### config.mk
export PLATFORM = sky130hd
export DESIGN_NAME = rv32i_instr_encoder
export DESIGN_NICKNAME = d
export VERILOG_FILES = /design/src/rtl/rv32i_instr_encoder.sv
export SDC_FILE = /design/constraint.sdc
export NUM_CORES = 1
export LEC_CHECK = 0
export ABC_AREA = 1
export ABC_CLOCK_PERIOD_IN_PS = 1700
export CELL_PAD_IN_SITES_DETAIL_PLACEMENT = 1
export CELL_PAD_IN_SITES_GLOBAL_PLACEMENT = 1
export CORE_MARGIN = 3
export CORE_UTILIZATION = 30
export CTS_CLUSTER_DIAMETER = 100
export CTS_CLUSTER_SIZE = 14
export DETAILED_ROUTE_END_ITERATION = 10
export PLACE_DENSITY_LB_ADDON = 0.08
export SLEW_MARGIN = 10
export SYNTH_ARGS = -nofsm -noshare
export SYNTH_HDL_FRONTEND = slang
export SYNTH_SLANG_ARGS = --single-unit
### constraint.sdc
create_clock -name clk -period 1.7 [get_ports clk]
set_input_delay 0.255 -clock clk [delete_from_list [all_inputs] [get_ports clk]]
set_output_delay 0.255 -clock clk [all_outputs]
set_load 0.005 [all_outputs]
### src/rtl/rv32i_instr_encoder.sv
`default_nettype none
// ============================================================================
// rv32i_instr_encoder: packs decoded RV32I fields into 32-bit words and
// streams them into instruction memory from a programmable base address.
// Revision: 1.0
// ============================================================================
module rv32i_instr_encoder #(
  parameter int ADDR_W = 8
) (
  input  logic              clk,
  input  logic              reset,
  input  logic              start,
  input  logic [ADDR_W-1:0] base_addr,
  input  logic [ADDR_W:0]   prog_len,
  input  logic              in_valid,
  output logic              in_ready,
  input  logic [2:0]        in_kind,
  input  logic [4:0]        in_rd,
  input  logic [4:0]        in_rs1,
  input  logic [4:0]        in_rs2,
  input  logic [2:0]        in_funct3,
  input  logic [6:0]        in_funct7,
  input  logic [12:0]       in_imm,
  output logic              imem_we,
  input  logic              imem_ready,
  output logic [ADDR_W-1:0] imem_addr,
  output logic [31:0]       imem_wdata,
  output logic              busy,
  output logic              done,
  output logic [7:0]        err_count
);

  localparam logic [31:0] NOP_WORD = 32'h0000_0013;

  typedef enum logic [1:0] {
    IDLE = 2'd0,
    LOAD = 2'd1,
    DONE = 2'd2
  } state_t;

  state_t            state;
  logic [ADDR_W:0]   rem_in;
  logic [ADDR_W:0]   rem_out;
  logic [ADDR_W-1:0] wr_addr;
  logic              out_full;
  logic [31:0]       out_word;
  logic [ADDR_W-1:0] out_addr;
  logic [7:0]        errs;

  logic              accept;
  logic              write_done;
  logic              illegal;
  logic [31:0]       enc_word;

  always_comb begin
    enc_word = NOP_WORD;
    illegal  = 1'b0;
    case (in_kind)
      3'd0: enc_word = {in_funct7, in_rs2, in_rs1, in_funct3, in_rd, 7'b0110011};
      3'd1: begin
        enc_word = {in_imm[11:0], in_rs1, in_funct3, in_rd, 7'b0000011};
        illegal  = in_imm[12] ^ in_imm[11];
      end
      3'd2: begin
        enc_word = {in_imm[11:5], in_rs2, in_rs1, in_funct3, in_imm[4:0], 7'b0100011};
        illegal  = in_imm[12] ^ in_imm[11];
      end
      3'd3: begin
        enc_word = {in_imm[12], in_imm[10:5], in_rs2, in_rs1, in_funct3,
                    in_imm[4:1], in_imm[11], 7'b1100011};
        illegal  = in_imm[0];
      end
      3'd4: begin
        // Shift-immediates carry funct7 in the upper immediate bits
        if (in_funct3 == 3'b001 || in_funct3 == 3'b101)
          enc_word = {in_funct7, in_imm[4:0], in_rs1, in_funct3, in_rd, 7'b0010011};
        else
          enc_word = {in_imm[11:0], in_rs1, in_funct3, in_rd, 7'b0010011};
        illegal = in_imm[12] ^ in_imm[11];
      end
      default: illegal = 1'b1;
    endcase
  end

  assign write_done = out_full && imem_ready;
  assign in_ready   = (state == LOAD) && (rem_in != '0) && (!out_full || write_done);
  assign accept     = in_valid && in_ready;

  assign imem_we    = out_full;
  assign imem_addr  = out_addr;
  assign imem_wdata = out_word;
  assign busy       = (state == LOAD);
  assign done       = (state == DONE);
  assign err_count  = errs;

  always_ff @(posedge clk) begin
    if (reset) begin
      state    <= IDLE;
      rem_in   <= '0;
      rem_out  <= '0;
      wr_addr  <= '0;
      out_full <= 1'b0;
      out_word <= '0;
      out_addr <= '0;
      errs     <= '0;
    end else begin
      case (state)
        IDLE, DONE: begin
          if (start) begin
            wr_addr  <= base_addr;
            rem_in   <= prog_len;
            rem_out  <= prog_len;
            errs     <= '0;
            out_full <= 1'b0;
            state    <= (prog_len == '0) ? DONE : LOAD;
          end
        end
        LOAD: begin
          // Accepting a bundle while the previous word drains keeps the register full
          if (accept) begin
            out_full <= 1'b1;
            out_word <= illegal ? NOP_WORD : enc_word;
            out_addr <= wr_addr;
            wr_addr  <= wr_addr + 1'b1;
            rem_in   <= rem_in - 1'b1;
            if (illegal && errs != 8'hFF)
              errs <= errs + 8'd1;
          end else if (write_done) begin
            out_full <= 1'b0;
          end
          if (write_done) begin
            rem_out <= rem_out - 1'b1;
            if (rem_out == (ADDR_W+1)'(1))
              state <= DONE;
          end
        end
        default: state <= IDLE;
      endcase
    end
  end

endmodule
`default_nettype wire

==> results of run 1 <==
[routing by layer]
layer | GRT usage [%] | share of wire (%) | vias to the layer above
met5 | 0 | 0 | -
met4 | 6.80 | 1.6 | 0
met3 | 5.23 | 4.9 | 15
met2 | 33.5 | 49 | 80
met1 | 23.4 | 44 | 2098
li1 | - | - | 2243
[Yosys cell counts (all sizes together)]
cell,number,area share (%)
buf,18,2.9
a31oi,4,0.64
xor2,7,1.6
clkbuf,11,1.1
clkinv,2,0.26
xnor2,1,0.22
a21oi,57,7.3
ha,5,1.6
a31o,1,0.22
nand3,49,6.3
conb,1,0.096
nand2,172,17
mux2i,1,0.26
nand4,4,1.0
o21ai,61,7.8
inv,41,3.9
nor4,2,0.32
dfxtp,74,38
or2,1,0.16
a221oi,1,0.22
nor3,2,0.26
o31ai,1,0.19
nor2,66,7.4
o21bai,1,0.19
o21a,2,0.38
a21o,1,0.19
a21boi,1,0.19
o22ai,1,0.16
[area by class of cell]
| class | instances | area [um^2] | share of cell area, % |
|---|---|---|---|
| Tap cell | 172 | 215 | 3.45 |
| Multi-Input combinational cell | 443 | 2260 | 36.3 |
| Timing Repair inverter | 1 | 7.51 | 0.120 |
| Inverter | 43 | 175 | 2.81 |
| Sequential cell | 74 | 1490 | 23.8 |
| Timing Repair Buffer | 180 | 1750 | 28.1 |
| Clock inverter | 4 | 72.6 | 1.16 |
| Clock buffer | 12 | 267 | 4.27 |
[final timing paths]
path | start | endpoint | slack [ns] | cells past startpoint
worst min register to register | imem_wdata[29]$_SDFFE_PP0P_ | imem_wdata[29]$_SDFFE_PP0P_ | 0.46 | 2
worst max register to register | rem_in[0]$_SDFFE_PP0P_ | imem_wdata[7]$_SDFFE_PP0P_ | -0.05 | 12
worst max-delay path | rem_in[0]$_SDFFE_PP0P_ | imem_wdata[7]$_SDFFE_PP0P_ | -0.05 | 12
worst min-delay path | imem_wdata[29]$_SDFFE_PP0P_ | imem_wdata[29]$_SDFFE_PP0P_ | 0.46 | 2
[registers in the layout (all words and copies together) (netlist names)]
name and cells:
imem_wdata 29, err_count 8, rem_in 9, rem_out 9
wr_addr 8, imem_addr 8, state 2, imem_we 1
[through the flow]
stage / setup TNS [ns] / instances
finish: -0.470 / 929
global route: -5.63 / 929
CTS: -0.546 / 925
detailed placement: -15.86 / 903
global placement: -11.71 / 903
floorplan: 0 / 589
[timing repair]
action	in CTS	in global routing
pin swaps	5	3
buffers inserted	5	3
cloned	1	1
resized for setup	38	41
setup endpoints to repair	64	62
[where the power goes]
group	switching (W)	internal (W)	leakage [nW]
clock	0.000782	0.00140	0.165
combinational	0.000788	0.000744	1.83
sequential	0.000104	0.00187	0.606
[worst min-delay path, stage by stage (launching register included)]
cell	delay, ns
dfxtp_1	0.31
nand2_1	0.06
a21oi_1	0.05
[cells by family (layout without fill, tap and decap cells)]
family | Yosys count | in the layout | synth area share [%]
buffers and inverters | 72 | 240 | 8.13
flip-flops | 74 | 74 | 37.9
AND/OR/NAND/NOR | 296 | 296 | 32.7
other | 1 | 2 | 0.0959
XOR/XNOR | 8 | 8 | 1.79
adder cells (fa/ha/maj) | 5 | 5 | 1.60
AO/OA/AOI/OAI | 131 | 131 | 17.5
multiplexers | 1 | 1 | 0.256
==> flow_summary.ini, run 1 <==
[clock_network]
clkTransAtPathRegs_ns = 0.06
cts_made_buffers = 9
cts_buffer_depth = 2
cts-htree-levels = 3
cts_tree = built
insertion_delay_ns = 0.34
hold_buffers = 0
cts_sinks = 74
root_buffer = clkbuf_16

[floorplanning]
rows = 41
die_w_um = 120
pin_count = 115
core_area_um2 = 12700
die_h_um = 120
start_util_pct = 30.9
die_area_um2 = 14400

[timing]
fin_skew_ns = 0.00653
setup_viol_count_final = 25
slew_headroom_pct = 67.1
drv_slew = 0
worst_slew_pin_slew_ns = 0.488
rsz0062_at_grt = yes
holdWs_ns = 0.464
min_period_ns = 1.75
finalCritPeriodShare_pct = 103
setup_ws_ns = -0.0512
fmax_ghz = 0.571
final_hold_viol_count = 0

[finish]
n_antenna_cell = 0
fin_util_pct = 49.3
drive_gt1_share_pct = 19.7
area_growth_pct = 59.6
final_common_cell = nand2_1
final_cell_area_um2 = 6240
fillers = 1605
nNetsFinal = 820
final_cell_mix = 158 x nand2_1, 110 x clkdlybuf4s50_1, 70 x dfxtp_1

[status]
status = finished with violations
violations = setup timing

[detailed_routing]
ant_nets = 0
wl_per_cell_um = 14.9
drc = 0
via_per_inst = 4.78
finalWirelength_um = 13800
vias = 4436
drt_iter0_markers = 174
first_pass_iters = 4

[placement]
dp_slack_ns = -0.409
gp_congestion = 0.858
port_buffers = 112
dpl_cell_area_um2 = 5630
hpwl_um = 10200

[synth]
synth.distinct_cells = 38
synth.yosys.seq_area_share_pct = 37.9
synth_cells = 588
synth_warnings = 0
syn_avg_cell_area_um2 = 6.65
ys_ff_latch = 74
synth_area_um2 = 3910

[global_routing]
grt_overflow = 0
grt_max_degree = 39
antenna_found_initial = 0
grt_pass1_wl_um = 22800
grt_pass1_vias = 4806
track_usage_pct = 19.5

[power]
p_leak_nw = 2.61
vdd_drop_max_uv = 381
power_density_nw_per_um2 = 912
design_power_total_w = 0.00569

[setup_path]
cpMaxStageDelayCell = dfxtp_2
cp-start-kind = register
path_max_fanout = 10
crit_top_cell = buf_12
crit_type = register to register
crit_chain = inv_2, ha_4, nand2_4, nor2_4, nand3_2, buf_6, nand4_4, buf_12, nor2_8, buf_12, o21ai_1, a21oi_1
crit_family = buffers and inverters
critPathCaptureType = register
max_stage_delay_ns = 0.34
required_ns = 1.97
critical_path_buf_inv_count = 4
critPathArrivalTime_ns = 2.02

[flow_run]
drv_cap = 0

[worst_hold_path]
worst_hold_path_type = register to register
No activity file was read; power rests on OpenSTA's default activity.
==> run 2: changes to the inputs <==
--- a/config.mk
+++ b/config.mk
@@ -20,2 +20,3 @@
 export SYNTH_HDL_FRONTEND = slang
 export SYNTH_SLANG_ARGS = --single-unit
+export TNS_END_PERCENT = 50
==> constraint.sdc (replaced) <==
create_clock -name clk -period 1.7 [get_ports clk]
set_input_delay 0.34 -clock clk [delete_from_list [all_inputs] [get_ports clk]]
set_output_delay 0.34 -clock clk [all_outputs]
set_load 0.005 [all_outputs]
==> run 2 against run 1 <==
  * The flow still finishes with violations (setup timing)
  * Hold slack about the same
  * Worst setup slack worse by 0.088 ns
  * Final cell count up 1.6%
  * Power up 1.9%
  * Sequential power about the same
  * Combinational power up 13%
  * Die area unchanged
  * Critical endpoint is now wr_addr[3]$_SDFFE_PP0P_
==> flow_summary.ini, run 2 (synthesis results as in run 1) <==
[status]
status = finished with violations
violations = setup timing

[power]
clockPowerShare_pct = 36.0
swShare_pct = 30.4
intPower_w = 0.00404
p_leak_nw = 2.84
vdd_drop_max_uv = 354
p_switching_w = 0.00176
combPwrFrac_pct = 29.8
seqPwrFrac_pct = 34.2
power_density_nw_per_um2 = 875

[global_routing]
grt_busiest_layer = met2
track_usage_pct = 19.9
grt_max_degree = 39
grtUsageMet3_pct = 5.37
grt_pass1_wl_um = 23200
antenna_found_initial = 1
grt_pass1_vias = 4804
use_met2_pct = 34.9
grt_overflow = 0
grt_use_met1_pct = 23.4

[finish]
nNetsFinal = 835
final_common_cell = nand2_1
n_antenna_cell = 0
final_cell_area_um2 = 6630
drive_gt1_share_pct = 25.8
area_growth_pct = 69.5
fin_util_pct = 52.3
final_cell_mix = 151 x nand2_1, 105 x clkdlybuf4s50_1, 66 x dfxtp_1
largest_register_ff_count = 29

[worst_hold_path]
worst_hold_path_type = register to register

[placement]
dpl_cell_area_um2 = 5640
dp_slack_ns = -0.491
hpwl_um = 10400
port_buffers = 112
gp_congestion = 0.839

[clock_network]
cts_tree = built
cts_sinks = 74
clkTransAtPathRegs_ns = 0.06
root_buffer = clkbuf_16
cts_made_buffers = 9
insertion_delay_ns = 0.34
cts-htree-levels = 3
hold_buffers = 0
cts_buffer_depth = 2

[detailed_routing]
drc = 0
drt_iter0_markers = 171
vias = 4615
first_pass_iters = 4
finalWirelength_um = 14900
via_per_inst = 4.89
wl_per_cell_um = 15.8
ant_nets = 0

[timing]
final_hold_viol_count = 0
drv_slew = 0
setup_ws_ns = -0.139
rsz0062_at_grt = yes
finalCritPeriodShare_pct = 108
setup_viol_count_final = 52
min_period_ns = 1.84
fmax_ghz = 0.544
finalSetupTns_ns = -3.97
fin_skew_ns = 0.00508

[setup_path]
critPathCaptureType = register
r2r_setup_slack_ns = -0.14
required_ns = 1.93
path_max_fanout = 6
crit_type = register to register
cp-start-kind = register
critPathArrivalTime_ns = 2.07

[floorplanning]
die_w_um = 120
die_area_um2 = 14400
pin_count = 115
start_util_pct = 30.9
die_h_um = 120
core_area_um2 = 12700
rows = 41

[flow_run]
drv_cap = 0
## run 2: cell count changes in the layout (fill, tap and decap cells not counted), sizes merged
cell,before,now
clkinvlp,3,2
dlymetal6s2s,0,4
clkdlybuf4s50,110,105
buf,68,79
clkbuf,13,14
inv,41,42
nand2,172,173
clkinv,2,4
dlygate4sd2,1,2
## run 2: what timing repair did
action / 4_1_cts / 5_1_grt
cloned: 1 / 4
resized for setup: 69 / 78
setup buffers: 9 / 10
setup endpoints to repair: 65 / 73
pin swaps: 10 / 25
## run 2: layout make-up
type	count	area [um^2]
Sequential cell	74	1490
Timing Repair Buffer	194	1980
Clock inverter	6	80.1
Timing Repair inverter	1	7.51
Multi-Input combinational cell	444	2430
Inverter	43	185
Tap cell	172	215
Clock buffer	10	239
Fill cell	1591	6040
## run 2: power by group through the flow
stage,registers (W),logic [W],clock network [W]
after floorplan,0.00199,0.000707,0
after global placement,0.00199,0.00135,0
after detailed placement,0.00200,0.00138,0
after CTS,0.00197,0.00152,0.00214
after global routing,0.00200,0.00190,0.00221
final,0.00198,0.00173,0.00209
## run 2: worst paths after layout
check	start	end	cells after the start
max	rem_in[0]$_SDFFE_PP0P_	wr_addr[3]$_SDFFE_PP0P_	12
min	imem_wdata[31]$_SDFFE_PP0P_	imem_wdata[31]$_SDFFE_PP0P_	2
max reg2reg	rem_in[0]$_SDFFE_PP0P_	wr_addr[3]$_SDFFE_PP0P_	12
min reg2reg	imem_wdata[31]$_SDFFE_PP0P_	imem_wdata[31]$_SDFFE_PP0P_	2
## run 2: through the flow
stage | cells | power (W) | hold slack [ns]
3_3_place_gp | 906 | 0.00334 | 0.436
5_1_grt | 944 | 0.00611 | 0.489
4_1_cts | 931 | 0.00563 | 0.469
6_report | 944 | 0.00580 | 0.464
2_1_floorplan | 589 | 0.00270 | 0.427
3_5_place_dp | 906 | 0.00338 | 0.459
## run 2: critical path, stage by stage, from the launching register on
cell and delay, ns:
dfxtp_2 0.36, inv_4 0.05, ha_4 0.17, nand2_4 0.08, nor2_4 0.04, nand3_2 0.09, buf_6 0.10, nand4_4 0.09
buf_12 0.16, nand2_8 0.08, clkinvlp_4 0.23, o21ai_1 0.21, nor2_1 0.05
## run 2: metal layers
layer / up-vias / share of wire [%]
li1: 2277 / -
met1: 2212 / 43
met2: 103 / 50
met3: 21 / 5.2
met4: 2 / 1.9
met5: - / 0.087
==> run 3: changes to the inputs <==
Settings changed: CTS_CLUSTER_SIZE 14 to 40, MAX_ROUTING_LAYER set to met4.
==> run 3 against run 2 <==
  * The run still ends with setup timing left
  * Core utilization hardly changed
  * Cell area hardly changed
  * Power is 0.15% lower
  * First-iteration DRC count is 1.8% lower
  * Largest power group unchanged
==> flow_summary.ini, run 3 (synthesis results as in run 1) <==
[finish]
largest_register_ff_count = 29
final_cell_mix = 151 x nand2_1, 105 x clkdlybuf4s50_1, 66 x dfxtp_1
area_growth_pct = 69.7
drive_gt1_share_pct = 25.8
stdcell_count = 945
nNetsFinal = 835
final_common_cell = nand2_1

[power]
power_density_nw_per_um2 = 873
design_power_total_w = 0.00579
p_leak_nw = 2.84
vdd_drop_max_uv = 353

[placement]
port_buffers = 112
hpwl_um = 10400
dp.cells = 906
gp_congestion = 0.852

[floorplanning]
die_h_um = 120
core_area_um2 = 12700
die_area_um2 = 14400
start_util_pct = 30.9
die_w_um = 120
pin_count = 115
rows = 41

[clock_network]
insertion_delay_ns = 0.34
cts_buffer_depth = 2
cts-htree-levels = 3
hold_buffers = 0
cts_tree = built
root_buffer = clkbuf_16
cts_made_buffers = 9
clkTransAtPathRegs_ns = 0.06
cts_sinks = 74

[detailed_routing]
via_per_inst = 4.89
vias = 4622
finalWirelength_um = 14900
first_pass_iters = 4
wl_per_cell_um = 15.7
drt_iter0_markers = 168
drc = 0
ant_nets = 0

[setup_path]
critPathCaptureType = register
critPathArrivalTime_ns = 2.06
crit_type = register to register
required_ns = 1.93
cp-start-kind = register
path_max_fanout = 6

[global_routing]
grt_max_degree = 39
track_usage_pct = 20.4
grt_overflow = 0
antenna_found_initial = 1
grt_pass1_wl_um = 23100
grt_pass1_vias = 4810

[timing]
final_hold_viol_count = 0
drv_slew = 0
fin_skew_ns = 0.00400
finalCritPeriodShare_pct = 108
setup_viol_count_final = 50
rsz0062_at_grt = yes
setup_ws_ns = -0.134
min_period_ns = 1.83
fmax_ghz = 0.545

[flow_run]
drv_cap = 0

[worst_hold_path]
worst_hold_path_type = register to register

[status]
status = finished with violations
violations = setup timing
## run 3: cell types whose count changed in the layout (fill, tap and decap cells not counted), sizes merged
cell,delta
diode,+1
## run 3: worst max-delay path: stages, from the launching register on
cell and delay, ns:
dfxtp_2 0.36, inv_4 0.05, ha_4 0.17, nand2_4 0.08
nor2_4 0.04, nand3_2 0.09, buf_6 0.10, nand4_4 0.09
buf_12 0.16, nand2_8 0.08, clkinvlp_4 0.23, o21ai_1 0.21
nor2_1 0.05
## run 3: per-layer routing
layer	global-route usage [%]	wire (um)
met5	-	0
met3	4.76	734
met4	6.94	276
met2	34.8	7480
met1	23.7	6370
## run 3: cell type report
class                           count  area [um^2]
Timing Repair Buffer              194         1980
Inverter                           43          185
Tap cell                          172          215
Clock buffer                       10          239
Antenna cell                        1         2.50
Clock inverter                      6         80.1
Multi-Input combinational cell    444         2430
Sequential cell                    74         1490
Fill cell                        1590         6040
Timing Repair inverter              1         7.51
## run 3: final timing paths
| path | from | end | slack, ns | cells after the start |
|---|---|---|---|---|
| setup / recovery | rem_in[0]$_SDFFE_PP0P_ | wr_addr[3]$_SDFFE_PP0P_ | -0.13 | 12 |
| hold / removal | imem_wdata[31]$_SDFFE_PP0P_ | imem_wdata[31]$_SDFFE_PP0P_ | 0.46 | 2 |
| setup reg to reg | rem_in[0]$_SDFFE_PP0P_ | wr_addr[3]$_SDFFE_PP0P_ | -0.13 | 12 |
| hold reg to reg | imem_wdata[31]$_SDFFE_PP0P_ | imem_wdata[31]$_SDFFE_PP0P_ | 0.46 | 2 |
## run 3: where the power goes
group	internal, W	switching (W)	leakage (nW)
sequential	0.00187	0.000111	0.607
combinational	0.000852	0.000877	2.07
clock	0.00132	0.000766	0.162
## run 3: per-stage QoR
step           TNS, ns  hold slack [ns]  utilization, %  setup WS, ns  cell area (um^2)
3_3_place_gp    -15.27            0.436            44.5        -0.350              5640
2_1_floorplan        0            0.427               -        0.0593              3910
5_1_grt          -8.28            0.489            52.4        -0.207              6630
6_report         -3.77            0.464            52.4        -0.134              6630
4_1_cts          -3.94            0.469            48.9        -0.141              6190
3_5_place_dp    -19.27            0.459            44.5        -0.491              5640
## run 3: what timing repair did
| item | in CTS | in global routing |
|---|---|---|
| buffers inserted | 9 | 10 |
| resized for setup | 69 | 79 |
| endpoints found under the setup margin | 65 | 73 |
| pin swaps | 10 | 25 |
| cloned | 1 | 4 |
==> patch: new RTL, config.mk and constraints of run 3 <==
Encoding of `state_t`: now one-hot (3 bits for 3 states).
--- a/src/rtl/rv32i_instr_encoder.sv
+++ b/src/rtl/rv32i_instr_encoder.sv
@@ -33,8 +33,8 @@
   localparam logic [31:0] NOP_WORD = 32'h0000_0013;
 
-  typedef enum logic [1:0] {
-    IDLE = 2'd0,
-    LOAD = 2'd1,
-    DONE = 2'd2
+  typedef enum logic [2:0] {
+    IDLE = 3'b001,
+    LOAD = 3'b010,
+    DONE = 3'b100
   } state_t;
 
Formal check against the unedited RTL: same outputs for any inputs over 4 cycles, from zero or initial values and one cycle with reset high; so few cycles prove little.
==> patch against run 3 <==
- the run still ends with negative setup slack left
- clock skew rose by 4.5 ps
- design area is 4.2% lower
- area after synthesis grew 3.8%
- setup slack better by 89 ps
- wire length down 3.0%
- die area grew 3.6%
- sequential cell count increased by 1
Power is not compared: it rests on default switching activity, and its combinational part moved more than twofold at a synthesized area within 25%.
==> patch: results (changes against run 3) <==
| Metric | Value |
|---|---|
| Max Clock Skew | `8.46 ps (+4.46 ps)` |
| Xor and xnor area share after synthesis | `1.30% (-0.50 points)` |
| First-pass GRT wire length | `23000 um (-0.45%)` |
| Crit path to | `in_ready` |
| R2r endpoint | `imem_wdata[30]` |
| Initial antenna violation count | `0 (-1)` |
| Pre-CTS WS | `-533 ps (-42.2 ps)` |
| Largest cells by area after synthesis | `dfxtp_1, nand2_1, nand3_1` |
| Violated checks | `negative setup slack` |
| HPWL Detailed | `10500 um (+1.2%)` |
| # nets final | `831 (-0.48%)` |
| Largest net degree at the start of global routing | `46 (+18%)` |
| GR Util All Layers | `19.9% (-0.59 points)` |
| Layout cells sized above 1 | `19.3% (-6.5 points)` |
| Number of fill cells in the layout | `1677 (+5.5%)` |
| Final setup vio count | `1 (-98%)` |
| Vias in the first global route | `4861 (+1.1%)` |
| Met2 wire length | `7160 um (-4.3%)` |
| Met1 wire length | `6390 um (+0.46%)` |
| M2 GR Usage | `34.1% (-0.77 points)` |
| Hold depth | `2 (unchanged)` |
| Antenna diodes | `0 (-1)` |
| Gpl congestion | `0.848 (-0.50%)` |
| Crit path largest cell delay | `320 ps (-40 ps)` |
| Hold Path Class | `flip-flop to flip-flop` |
| Worst Hold End | `imem_addr[7]` |
| Compound-Gate Fraction of Synth Area | `17.5% (-0.020 points)` |
| Cell family with most CP delay | `simple AND/OR/NAND/NOR gates` |
| WL met3 | `615 um (-16%)` |
| R2R Setup Slk | `20 ps (+150 ps)` |
| Iter 0 DRT Violations | `134 (-20%)` |
| WL/cell | `15.3 um (-2.5%)` |
| Number of cells on the worst reg-to-reg path | `12 (unchanged)` |
| Setup crit start | `rem_in[0]` |
| Post-route setup slack | `-45.5 ps (+88.5 ps)` |
| Met3 Use GR | `4.10% (-0.66 points)` |
| Worst hold path startpoint | `imem_addr[7]` |
| Top cells by count, synth | `nand2_1, nand3_1, dfxtp_1` |
| Vias per inst | `4.91 (+0.34%)` |
| Seq/Total Area, Yosys | `37.0% (-0.89 points)` |
| Adder-cell share of the synthesized area | `1.54% (-0.058 points)` |
| Post-synthesis mux area share | `0% (-0.26 points)` |
| Outcome | `complete, but fails checks` |
| Count of cell types in the netlist | `38 (unchanged)` |
patch: changes by cell type after synthesis, moves of 4 or more:
cell,delta
a32o_1,+4
a31oi_1,-4
xor2_1,-4
nor2_1,-8
nand3_1,+31
a22oi_1,+5
inv_1,+12
nor3_1,+5
a21oi_1,+10
nand2_1,-19
o21ai_0,-22
patch: per-stage QoR:
step,setup TNS (ps),instances,utilization [%],area [um^2]
after floorplan,0,605,-,4060
after global placement,-14080,913,44.4,5740
after detailed placement,-16560,913,44.4,5740
after CTS,-167,934,47.1,6090
after global routing,-2070,940,49.2,6360
final,-45.5,940,49.2,6360
patch: cell type report:
cell class | count | area [um^2] | area share [%]
multi-input combinational | 445 | 2370 | 37.2
timing repair buffer | 179 | 1800 | 28.3
sequential | 75 | 1510 | 23.7
clock buffer | 13 | 240 | 3.78
tap | 172 | 215 | 3.39
inverter | 52 | 206 | 3.25
clock inverter | 3 | 15.0 | 0.236
timing repair inverter | 1 | 3.75 | 0.0591
patch: kinds of logic after synthesis:
logic type	count (synthesis)
xor+xnor	6
simple gates	304
compound gates	128
buf+inv	85
flops	75
fa+ha+maj	5
other cells	1
patch: what timing repair did:
item                       CTS  global route
cloned                       1             1
hold endpoints to repair     0             0
pin swaps                    3             8
setup endpoints to repair   52            74
setup buffers                4             5
gates resized for setup     23            60
patch: power groups by stage:
stage / Clock [mW] / Sequential [mW] / Combinational, mW
after CTS: 1.79 / 2.47 / 3.72
after global placement: 0 / 2.47 / 3.36
after detailed placement: 0 / 2.49 / 3.51
final: 1.73 / 2.50 / 4.11
after global routing: 1.85 / 2.56 / 4.57
after floorplan: 0 / 2.43 / 2.06
